$ cat src/rtl/robot_disp_pkg.sv
// Shared constants and types for the robot icon display path: world-to-screen
// scaling, sprite geometry, the bounding-box FSM encoding and the screen
// coordinate type.
package robot_disp_pkg;

    localparam int SCALING_FACTOR = 6;
    localparam int SPRITE_COLS    = 34;
    localparam int SPRITE_ROWS    = 34;
    localparam int CTB_X          = (SPRITE_COLS - SCALING_FACTOR) / 2;
    localparam int CTB_Y          = (SPRITE_ROWS - SCALING_FACTOR) / 2;

    localparam int COORD_W = 16;

    typedef logic signed [COORD_W-1:0] coord_t;

    typedef enum logic [1:0] {
        IDLE   = 2'd0,
        CALC_X = 2'd1,
        CALC_Y = 2'd2
    } bbox_state_e;

endpackage

$ cat src/rtl/bbox_axis_calc.sv
// One-axis bounding-box calculator. A single world coordinate is scaled to
// screen pixels, then widened by the centre-to-bound offset on each side:
//   lo = loc*S - ctb
//   hi = (loc+1)*S - 1 + ctb
// Used once by the pipe and time-shared between the X and Y axes.
module bbox_axis_calc
    import robot_disp_pkg::*;
(
    input  logic [7:0] loc_i,
    input  coord_t     ctb_i,
    output coord_t     lo_o,
    output coord_t     hi_o
);

    coord_t loc_ext;
    coord_t scaled;

    // Zero-extend the world coordinate and do all arithmetic in 16-bit signed.
    always_comb begin
        loc_ext = $signed({8'd0, loc_i});
        scaled  = loc_ext * coord_t'(SCALING_FACTOR);
        lo_o    = scaled - ctb_i;
        hi_o    = scaled + coord_t'(SCALING_FACTOR - 1) + ctb_i;
    end

endmodule

$ cat src/rtl/robot_bbox_pipe.sv
// Robot bounding-box pipe. Captures LocX/LocY/BotInfo on an update pulse,
// computes the screen bounding box over two cycles with one shared axis
// calculator (X then Y), parks the result in a pending buffer and commits it
// to the display outputs only on frame_tick, so the icon never tears.
//
// Pulse semantics: upd_sysregs and frame_tick are one-cycle strobes sampled on
// the rising clock edge; there is no back-pressure. A new update always wins
// over an in-flight calculation, and the last completed result is the one
// that commits.
//
// Optional build macro ROBOT_BBOX_STATS_EN adds coalesced_cnt and commit_cnt.
module robot_bbox_pipe
    import robot_disp_pkg::*;
(
    input  logic               clk,
    input  logic               reset,
    input  logic [7:0]         LocX_reg,
    input  logic [7:0]         LocY_reg,
    input  logic [7:0]         BotInfo_reg,
    input  logic               upd_sysregs,
    input  logic               frame_tick,
    output logic signed [15:0] bbox_left,
    output logic signed [15:0] bbox_right,
    output logic signed [15:0] bbox_top,
    output logic signed [15:0] bbox_bottom,
    output logic [7:0]         bot_info_disp,
    output logic               bbox_valid,
    output logic               busy
`ifdef ROBOT_BBOX_STATS_EN
    ,
    output logic [15:0]        coalesced_cnt,
    output logic [15:0]        commit_cnt
`endif
);

    bbox_state_e state_q, state_d;

    // Captured inputs for the calculation in flight
    logic [7:0] cap_x_q, cap_x_d;
    logic [7:0] cap_y_q, cap_y_d;
    logic [7:0] cap_info_q, cap_info_d;

    // X half of the in-flight result, held until Y completes
    coord_t calc_left_q, calc_left_d;
    coord_t calc_right_q, calc_right_d;

    // Completed result waiting for a frame boundary
    coord_t     pend_left_q, pend_left_d;
    coord_t     pend_right_q, pend_right_d;
    coord_t     pend_top_q, pend_top_d;
    coord_t     pend_bottom_q, pend_bottom_d;
    logic [7:0] pend_info_q, pend_info_d;
    logic       pend_valid_q, pend_valid_d;

    // Committed display set
    coord_t     out_left_q, out_left_d;
    coord_t     out_right_q, out_right_d;
    coord_t     out_top_q, out_top_d;
    coord_t     out_bottom_q, out_bottom_d;
    logic [7:0] out_info_q, out_info_d;
    logic       out_valid_q, out_valid_d;

    logic       commit_evt;

    // Shared axis calculator: X operands in CALC_X, Y operands otherwise
    logic [7:0] axis_loc;
    coord_t     axis_ctb;
    coord_t     axis_lo;
    coord_t     axis_hi;

    assign axis_loc = (state_q == CALC_Y) ? cap_y_q : cap_x_q;
    assign axis_ctb = (state_q == CALC_Y) ? coord_t'(CTB_Y) : coord_t'(CTB_X);

    bbox_axis_calc u_axis (
        .loc_i (axis_loc),
        .ctb_i (axis_ctb),
        .lo_o  (axis_lo),
        .hi_o  (axis_hi)
    );

    assign commit_evt = frame_tick && pend_valid_q;

    // Next-state: commit of the old pending result, then FSM capture/compute
    always_comb begin
        state_d       = state_q;
        cap_x_d       = cap_x_q;
        cap_y_d       = cap_y_q;
        cap_info_d    = cap_info_q;
        calc_left_d   = calc_left_q;
        calc_right_d  = calc_right_q;
        pend_left_d   = pend_left_q;
        pend_right_d  = pend_right_q;
        pend_top_d    = pend_top_q;
        pend_bottom_d = pend_bottom_q;
        pend_info_d   = pend_info_q;
        pend_valid_d  = pend_valid_q;
        out_left_d    = out_left_q;
        out_right_d   = out_right_q;
        out_top_d     = out_top_q;
        out_bottom_d  = out_bottom_q;
        out_info_d    = out_info_q;
        out_valid_d   = out_valid_q;

        // Commit only what was already pending at the start of this cycle
        if (commit_evt) begin
            out_left_d   = pend_left_q;
            out_right_d  = pend_right_q;
            out_top_d    = pend_top_q;
            out_bottom_d = pend_bottom_q;
            out_info_d   = pend_info_q;
            out_valid_d  = 1'b1;
            pend_valid_d = 1'b0;
        end

        // A fresh update always (re)starts the calculation from CALC_X
        if (upd_sysregs) begin
            cap_x_d    = LocX_reg;
            cap_y_d    = LocY_reg;
            cap_info_d = BotInfo_reg;
            state_d    = CALC_X;
        end else begin
            case (state_q)
                IDLE: begin
                    state_d = IDLE;
                end
                CALC_X: begin
                    calc_left_d  = axis_lo;
                    calc_right_d = axis_hi;
                    state_d      = CALC_Y;
                end
                CALC_Y: begin
                    // Setting pending wins over the same-cycle commit clear
                    pend_left_d   = calc_left_q;
                    pend_right_d  = calc_right_q;
                    pend_top_d    = axis_lo;
                    pend_bottom_d = axis_hi;
                    pend_info_d   = cap_info_q;
                    pend_valid_d  = 1'b1;
                    state_d       = IDLE;
                end
                default: begin
                    state_d = IDLE;
                end
            endcase
        end
    end

    // State and datapath registers, cleared asynchronously
    always_ff @(posedge clk or posedge reset) begin
        if (reset) begin
            state_q       <= IDLE;
            cap_x_q       <= '0;
            cap_y_q       <= '0;
            cap_info_q    <= '0;
            calc_left_q   <= '0;
            calc_right_q  <= '0;
            pend_left_q   <= '0;
            pend_right_q  <= '0;
            pend_top_q    <= '0;
            pend_bottom_q <= '0;
            pend_info_q   <= '0;
            pend_valid_q  <= 1'b0;
            out_left_q    <= '0;
            out_right_q   <= '0;
            out_top_q     <= '0;
            out_bottom_q  <= '0;
            out_info_q    <= '0;
            out_valid_q   <= 1'b0;
        end else begin
            state_q       <= state_d;
            cap_x_q       <= cap_x_d;
            cap_y_q       <= cap_y_d;
            cap_info_q    <= cap_info_d;
            calc_left_q   <= calc_left_d;
            calc_right_q  <= calc_right_d;
            pend_left_q   <= pend_left_d;
            pend_right_q  <= pend_right_d;
            pend_top_q    <= pend_top_d;
            pend_bottom_q <= pend_bottom_d;
            pend_info_q   <= pend_info_d;
            pend_valid_q  <= pend_valid_d;
            out_left_q    <= out_left_d;
            out_right_q   <= out_right_d;
            out_top_q     <= out_top_d;
            out_bottom_q  <= out_bottom_d;
            out_info_q    <= out_info_d;
            out_valid_q   <= out_valid_d;
        end
    end

    assign bbox_left     = out_left_q;
    assign bbox_right    = out_right_q;
    assign bbox_top      = out_top_q;
    assign bbox_bottom   = out_bottom_q;
    assign bot_info_disp = out_info_q;
    assign bbox_valid    = out_valid_q;
    assign busy          = (state_q != IDLE);

`ifdef ROBOT_BBOX_STATS_EN
    logic        coalesce_evt;
    logic [15:0] coalesced_cnt_q;
    logic [15:0] commit_cnt_q;

    // Lost work: an in-flight restart, or a completed result overwritten
    // before any frame boundary could commit it
    assign coalesce_evt = (upd_sysregs && (state_q != IDLE)) ||
                          (!upd_sysregs && (state_q == CALC_Y) &&
                           pend_valid_q && !frame_tick);

    // Free-running wrap-around statistics counters
    always_ff @(posedge clk or posedge reset) begin
        if (reset) begin
            coalesced_cnt_q <= '0;
            commit_cnt_q    <= '0;
        end else begin
            if (coalesce_evt) coalesced_cnt_q <= coalesced_cnt_q + 16'd1;
            if (commit_evt)   commit_cnt_q    <= commit_cnt_q + 16'd1;
        end
    end

    assign coalesced_cnt = coalesced_cnt_q;
    assign commit_cnt    = commit_cnt_q;
`endif

endmodule

$ cat config.mk
export PLATFORM = sky130hd
export DESIGN_NAME = robot_bbox_pipe
export DESIGN_NICKNAME = d
export VERILOG_FILES = /design/src/rtl/robot_disp_pkg.sv /design/src/rtl/bbox_axis_calc.sv /design/src/rtl/robot_bbox_pipe.sv
export SDC_FILE = /design/constraint.sdc
export NUM_CORES = 1
export LEC_CHECK = 0
export ABC_AREA = 1
export CAP_MARGIN = 40
export CELL_PAD_IN_SITES_DETAIL_PLACEMENT = 0
export CELL_PAD_IN_SITES_GLOBAL_PLACEMENT = 2
export CORE_UTILIZATION = 39
export CTS_BUF_LIST = sky130_fd_sc_hd__clkbuf_8
export DETAILED_ROUTE_END_ITERATION = 10
export PLACE_DENSITY = 0.95
export SETUP_SLACK_MARGIN = 0.15
export SLEW_MARGIN = 20
export SYNTH_ARGS = -nofsm -noshare
export SYNTH_HDL_FRONTEND = slang
export SYNTH_HIERARCHICAL = 1
export SYNTH_SLANG_ARGS = --single-unit
export TNS_END_PERCENT = 1
$ cat constraint.sdc
create_clock -name clk -period 15.4 [get_ports clk]
set_clock_uncertainty 0.05 [all_clocks]
set_input_delay 3.08 -clock clk [delete_from_list [all_inputs] [get_ports clk]]
set_output_delay 3.08 -clock clk [all_outputs]
set_load 0.03 [all_outputs]
==> run summary, run 1 <==
Routability-driven placement finished with a final weighted congestion of 0.7863. The I/O pin count is roughly 100. For this design the static power due to leakage is about 6.3 nW. The share of cells above drive strength 1 came out at 0.06166. The number of diodes added for antenna fixing came out at 0. The post-detailed-route count of antenna-violating nets came out at 0. The core outline area came out at approximately 25,000 um^2.

The share of the Yosys chip area taken by registers is 0.5075. The power share of the sequential group is 0.403. The number of max-cap violations is 0. The biggest area contributor in the post-synthesis netlist is sky130_fd_sc_hd__dfrtp_1. After routing, the total negative slack on setup checks comes to 0 ns.

TritonCTS built the clock tree. The pin slew with the least headroom to its limit is just under 0.8 ns. The worst hold-check slack came out at about 0.42 ns. The clock period minus worst slack came out at around 6 ns. The fmax came out at between 150 and 200 MHz. The global routing usage summed across all routing layers came out at 0.1835. After clock tree synthesis, the setup repair step added 0 buffers.

The worst slack at placement came out at between 9 and 10 ns. The tree built by TritonCTS fans out to 204 sinks. In this run the worst hold path is classified as reg2reg.

The die is 162.6 um tall. The top fanout value on the critical path is 75. The overall die area is ~26,000 um^2.

Yosys attributes the largest share of cell area to sky130_fd_sc_hd__dfrtp_1, sky130_fd_sc_hd__nand2_1, sky130_fd_sc_hd__nand4_1. The Yosys step of the flow raised 6 warnings. The power per standard cell area came out at between 150 and 200 nW/um^2.

The run finished with clean final reports. For this configuration, the core starts out at a cell density of 0.3983. The post-synth design cell area came out at 10,060 um^2.

After detailed routing, the average wire length per cell comes to around 14 um. The post-synthesis register bit count is 204. The number of hold-repair buffers added at the cts stage is 0. Setup repair after global routing left no endpoint under its margin.

The starting DRC count in detailed routing is roughly 500. The design internal power is roughly 1.2 mW. The first-pass iteration count of the detailed router is 5.

The area added between synthesis and finish came out at 19.69%. Of the total power, the clock network draws 0.239. The worst setup path is launched from a flip-flop. The CTS H-tree depth came out at 2. Of the post-synthesis cell area, the dominant cell type holds 0.5075.

The endpoint kind of the worst setup timing path is an output pin. The leading register cell type out of synthesis is sky130_fd_sc_hd__dfrtp_1. The width of the chip came out at roughly 160 um. The worst hold path stage count came out at 2. The final worst setup slack is between 9 and 10 ns. The post-detailed-placement half-perimeter wirelength came out at about 16,000 um. The via count of the first global-routing pass was just under 8,000. The number of fill cells is 2,554. The kind of critical path is reg2out. The number of library cell types mapped by synthesis came out at 32.

After detailed routing, the number of remaining DRC violations is 0. The final-report hold violation count was 0. The clock-pin slew on the worst setup and hold paths came out at ~0.060 ns. The total vias in the final route came out at approximately 8,200. The number of enable-type register cells in the synthesized netlist came out at 0. The average via count per standard cell came out at 4.878.

At the worst endpoint, the arrival time is 2.86 ns. The worst ir drop on vdd is slightly above 0.00007 V. The floorplan has between 50 and 60 rows. The post-synthesis area per instance is a little over 8 um^2.

The number of gates resized after CTS was 0. The quantity of I/O buffers inserted on ports is a little over 100. The maximum number of pins on one net before global-route repair came out at 104.

The number of pins with negative max-slew slack in the final report came to 0. The buffer type at the clock tree root is sky130_fd_sc_hd__clkbuf_8. For the worst-skew pair, the clock arrives at the later sink with an insertion delay of about 0.52 ns. Of the total power, the share spent switching nets is 0.3778. Headroom to the max-slew limit came out at 0.4778. The final layout net count came out at about 1,400. The leftover overflow at the end of global routing is 0.

The largest buffer count on any clock path came out at 3. The wire length of the first global-routing pass came out at between 30,000 and 40,000 um. The setup-violating endpoint count in the final report came out at 0. For the worst flop-to-flop path, the logic depth is 23. Synthesis produced a netlist whose cell count is approximately 1,200.

The combinational power share came out at 0.358. The detailed-route wire length is around 23,000 um. The number of clock buffers inserted by TritonCTS is 36. Summed over all nets, the switching power comes to 0.7562 mW. The data required time of the critical path is approximately 12 ns. The portion of the clock cycle consumed by the worst path in the final layout came out at 0.3888.

The fraction of registers with async set or reset after synthesis is 1.000. The initial antenna violation count is 0.
## logic make-up (layout without fill, tap and decap cells)
kind of cell | Yosys count | in the layout | synth area share
simple gates | 750 | 750 | 0.3262
flops | 204 | 204 | 0.5075
buf+inv | 144 | 237 | 0.06618
other cells | 2 | 37 | 0.0007466
xor+xnor | 29 | 29 | 0.02525
fa+ha+maj | 33 | 33 | 0.04329
compound gates | 56 | 56 | 0.03085
## cells in the mapped netlist (3+ instances only)
library cell and instances:
sky130_fd_sc_hd__xnor2_1 11, sky130_fd_sc_hd__inv_1 63, sky130_fd_sc_hd__clkbuf_1 17, sky130_fd_sc_hd__buf_6 7, sky130_fd_sc_hd__o21ai_0 19, sky130_fd_sc_hd__buf_1 5
sky130_fd_sc_hd__ha_1 30, sky130_fd_sc_hd__fa_1 3, sky130_fd_sc_hd__nand3_1 101, sky130_fd_sc_hd__nand4_1 109, sky130_fd_sc_hd__nand2_2 5, sky130_fd_sc_hd__dfrtp_1 204
sky130_fd_sc_hd__xor2_1 18, sky130_fd_sc_hd__buf_4 5, sky130_fd_sc_hd__a21oi_1 24, sky130_fd_sc_hd__nor2_1 25, sky130_fd_sc_hd__o21bai_1 3, sky130_fd_sc_hd__a21o_1 5
sky130_fd_sc_hd__inv_2 4, sky130_fd_sc_hd__nand2_1 501, sky130_fd_sc_hd__nand3_2 4, sky130_fd_sc_hd__buf_2 43
## flip-flops by register name, summed over array words and instances, names as in the netlist
register	count
pend_bottom_q	16
bbox_top	16
bot_info_disp	8
bbox_left	16
state_q	2
bbox_valid	1
cap_info_q	8
pend_top_q	16
calc_left_q	16
calc_right_q	16
pend_right_q	16
bbox_right	16
bbox_bottom	16
pend_valid_q	1
cap_y_q	8
cap_x_q	8
pend_info_q	8
pend_left_q	16
## worst paths after layout
| kind | start | slack, ns | to |
|---|---|---|---|
| worst max-delay path | state_q[1] | 9.41 | busy |
| worst min-delay path | bbox_top[13] | 0.42 | bbox_top[13] |
| worst max register to register | state_q[0] | 9.92 | pend_bottom_q[12] |
| worst min register to register | bbox_top[13] | 0.42 | bbox_top[13] |
| max in group asynchronous | reset | 10.96 | cap_x_q[7] |
| min in group asynchronous | reset | 2.86 | bbox_left[4] |
## cell usage in the layout (no fill, tap or decap), drive strengths merged, types with 5 or more instances in the layout
cell / instances
a21o: 5
ha: 30
nand2: 506
dfrtp: 204
a21oi: 24
clkbuf: 43
nand3: 106
xor2: 18
buf: 14
clkdlybuf4s50: 100
o21ai: 21
inv: 77
nand4: 109
nor2: 28
conb: 37
xnor2: 11
## critical path, cell delays in order, from the launching register on
cell and delay (ns):
sky130_fd_sc_hd__dfrtp_2 0.35, sky130_fd_sc_hd__buf_4 0.60, sky130_fd_sc_hd__inv_2 0.48, sky130_fd_sc_hd__nand2_1 0.20, sky130_fd_sc_hd__clkdlybuf4s50_1 0.68
## power by group through the flow
stage	Sequential (mW)	Clock, mW	Combinational [mW]
floorplan	0.929	0	0.340
global placement	0.812	0	0.708
detailed placement	0.814	0	0.719
CTS	0.807	0.494	0.720
global route	0.827	0.517	0.800
finish	0.806	0.478	0.717
## final cells by class
cell class | instances | area, um^2 | share of cell area
sequential | 204 | 5107 | 0.4242
clock inverter | 13 | 85.08 | 0.007067
inverter | 67 | 259.0 | 0.02151
clock buffer | 43 | 591.8 | 0.04916
timing repair buffer | 114 | 1161 | 0.09645
multi-input combinational | 905 | 4422 | 0.3673
tap | 330 | 412.9 | 0.03430
## per-layer routing
layer,routed length [um],part of all wire,track usage
met4,374,0.016,0.04885
met1,11320,0.48,0.2559
met3,951,0.041,0.03056
met5,0,0,0
met2,10820,0.46,0.2953
## metrics by stage
step | std cells | power (mW) | area, um^2 | utilization
final | 1676 | 2.001 | 12040 | 0.4767
after global routing | 1676 | 2.144 | 12040 | 0.4767
after CTS | 1675 | 2.022 | 12020 | 0.4759
after detailed placement | 1619 | 1.533 | 11340 | 0.4491
after global placement | 1616 | 1.520 | 11270 | 0.4464
after floorplan | 1253 | 1.269 | 10190 | -
No activity file was read; power rests on OpenSTA's default activity.
==> run 2, diff against run 1 <==
Settings changed: CORE_UTILIZATION 39 to 36, PLACE_DENSITY 0.95 to 0.91.
Clock period 15.4 ns to 5.9 ns, I/O delays scaled along.
==> run summary, run 2 (same netlist as run 1, synthesis figures left out) <==
The total vias in the final route is 8,303 (was 8,175). The wire length of the first global-routing pass is 41,310 um (was 39,530 um). The clock period minus worst slack is 4.185 ns. The width of the chip is 169.2 um (was 162.6 um). The clock-pin slew on the worst setup and hold paths came out at 0.06 ns (about the same). The I/O pin count came to 102 (unchanged). The length in cells of the worst reg-to-reg path came to 19 (was 23). The die outline height was 169.2 um (was 162.6 um).

The top fanout value on the critical path is 74 (was 75). Result of the run: finished clean (unchanged). The overall die area is 28,610 um^2 (was 26,440 um^2). In the finished design, the share of the clock period the worst path needs comes to 0.7093. The number of max-cap violations is 0 (unchanged). The starting DRC count in detailed routing was 569 (was 504).

The via count of the first global-routing pass came out at 8,077 (was 7,878). The routability-driven placement congestion ratio is 0.8381 (was 0.7863). The max-slew headroom at the worst pin came to 0.4282 (was 0.4778).

Commonest non-fill, non-tap cells in the layout: sky130_fd_sc_hd__nand2_1, sky130_fd_sc_hd__dfrtp_1, sky130_fd_sc_hd__nand4_1 (unchanged). The endpoint kind of the worst setup timing path is an output pin (unchanged). The number of hold-repair buffers added at the cts stage is 0 (unchanged). The quantity of I/O buffers inserted on ports was 101 (unchanged).

Derived from the worst setup path, the maximum achievable clock frequency is around 240 MHz. RSZ-0062 raised after global routing: false (unchanged). The number of pins with negative max-slew slack in the final report came out at 0 (unchanged).

The post-detailed-route count of antenna-violating nets is 0 (unchanged). The post-detailed-placement half-perimeter wirelength came out at 16,440 um (was 16,160 um). The clock insertion delay at the later pin of the skew report came out at 0.53 ns (was 0.52 ns). The static power due to leakage came out at 6.365 nW (was 6.347 nW). The first-pass iteration count of the detailed router came to 5 (unchanged).

The destination of the critical timing path was busy (unchanged). The TritonCTS sink count is 204 (unchanged). The buffer type at the clock tree root is sky130_fd_sc_hd__clkbuf_8 (unchanged). The worst ir drop on vdd is 0.0001505 V (was 0.00007195 V). The minimum setup slack among reg-to-reg paths is 1.76 ns (was 9.92 ns). The maximum number of pins on one net before global-route repair is 130 (was 104). The setup-violating endpoint count in the final report came out at 0 (unchanged). The power per standard cell area is 436.5 nW/um^2 (was 166.2 nW/um^2). The number of diodes added for antenna fixing was 0 (unchanged). The data required time of the critical path came out at 4.67 ns (was 12.27 ns). The leftover overflow at the end of global routing is 0 (unchanged). The most common cell after layout, fill and taps aside is sky130_fd_sc_hd__nand2_1 (unchanged).

The kind of critical path is reg2out (unchanged). The destination of the worst register-to-register timing path was pend_bottom_q[9] (was pend_bottom_q[12]). The DRC violation count after routing is 0 (unchanged). The initial antenna violation count is 0 (unchanged). The path class of the lowest-slack min-delay path is reg2reg (unchanged).

The cell count after placement was 1,660 (was 1,619). The global routing usage summed across all routing layers is 0.1777 (was 0.1835). The core outline area is 27,180 um^2 (was 25,250 um^2).

The final routed wire length divided by cell count came out at 14.26 um (was 14.00 um). The share of cells above drive strength 1 was 0.06287 (was 0.06166). The buffers inserted during post-CTS setup optimization is 0 (unchanged). The number of fill cells is 2,845 (was 2,554).

The detailed-route wire length is 24,590 um (was 23,470 um). The CTS H-tree depth came out at 2 (unchanged). The CTS tree is built (unchanged). The final layout net count is 1,389 (unchanged). The average via count per standard cell came to 4.816 (was 4.878). The number of clock buffers inserted by TritonCTS is 37 (was 36). The pin slew with the least headroom to its limit came out at 0.8576 ns (was 0.7833 ns). The setup TNS was 0 ns (unchanged).

The count of cells resized by post-cts repair is 0 (unchanged). The area added between synthesis and finish came out at 20.34% (was 19.69%). The total number of placement rows is 60 (was 58). The final-report hold violation count came to 0 (unchanged). The critical path startpoint is state_q[1] (unchanged). The number of non-filler instances in the completed layout came to 1,724 (was 1,676). The critical path launch point type is a flip-flop (unchanged). The start of the worst register-to-register path is state_q[0] (unchanged). The initial cell density of the core was 0.3701 (was 0.3983). The largest buffer count on any clock path is 3 (unchanged). The endpoint arrival time on the critical path is 2.96 ns (was 2.86 ns).
[run 2: changes by cell type in the layout (fill, tap and decap cells not counted), sizes merged]
cell	before	now
clkinv	1	3
buf	14	13
inv	77	80
clkinvlp	1	2
clkbuf	43	44
[run 2: area by class of cell]
cell class | count | area, um^2 | area share
clock buffers | 44 | 605.6 | 0.05003
clock inverters | 19 | 113.9 | 0.009407
flip-flops and latches | 204 | 5107 | 0.4220
well taps | 372 | 465.4 | 0.03845
inverters | 67 | 256.5 | 0.02119
multi-input cells | 905 | 4422 | 0.3653
repair buffers | 113 | 1134 | 0.09365
[run 2: power by group]
| group | total (mW) | internal, mW | switching, mW |
|---|---|---|---|
| clock network | 1.30 | 0.720 | 0.575 |
| logic | 1.87 | 0.708 | 1.17 |
| registers | 2.11 | 1.84 | 0.271 |
[run 2: worst min-delay path by stage]
| stage | start | endpoint | slack (ns) | cells past startpoint |
|---|---|---|---|---|
| after detailed placement | bbox_valid | bbox_valid | 0.40 | 2 |
| after floorplan | pend_bottom_q[0] | pend_bottom_q[0] | 0.39 | 2 |
| final | bbox_valid | bbox_valid | 0.41 | 2 |
| after global placement | bbox_valid | bbox_valid | 0.40 | 2 |
| after global routing | pend_left_q[6] | pend_left_q[6] | 0.44 | 2 |
| after CTS | bbox_valid | bbox_valid | 0.42 | 2 |
[run 2: metal layers]
metal / GRT usage / up-vias / wire length (um)
li1: - / 4174 / -
met1: 0.2524 / 3902 / 11970
met2: 0.2725 / 184 / 10930
met3: 0.02799 / 43 / 995
met4: 0.06737 / 0 / 696
met5: 0 / - / 0
[run 2: critical path, cell delays in order, from the launching register on]
cell and delay [ns]:
sky130_fd_sc_hd__dfrtp_2 0.35, sky130_fd_sc_hd__buf_4 0.65, sky130_fd_sc_hd__inv_2 0.51, sky130_fd_sc_hd__nand2_1 0.18, sky130_fd_sc_hd__clkdlybuf4s50_1 0.70
[run 2: through the flow]
step	total power, mW	setup slack (ns)	utilization	instance area [um^2]	hold slack, ns
CTS	5.341	1.704	0.4447	12080	0.4200
global route	5.648	1.268	0.4454	12100	0.4372
finish	5.283	1.715	0.4454	12100	0.4135
floorplan	3.314	2.026	-	10190	0.3915
detailed placement	4.014	1.744	0.4182	11360	0.4043
global placement	3.990	1.818	0.4174	11340	0.3988
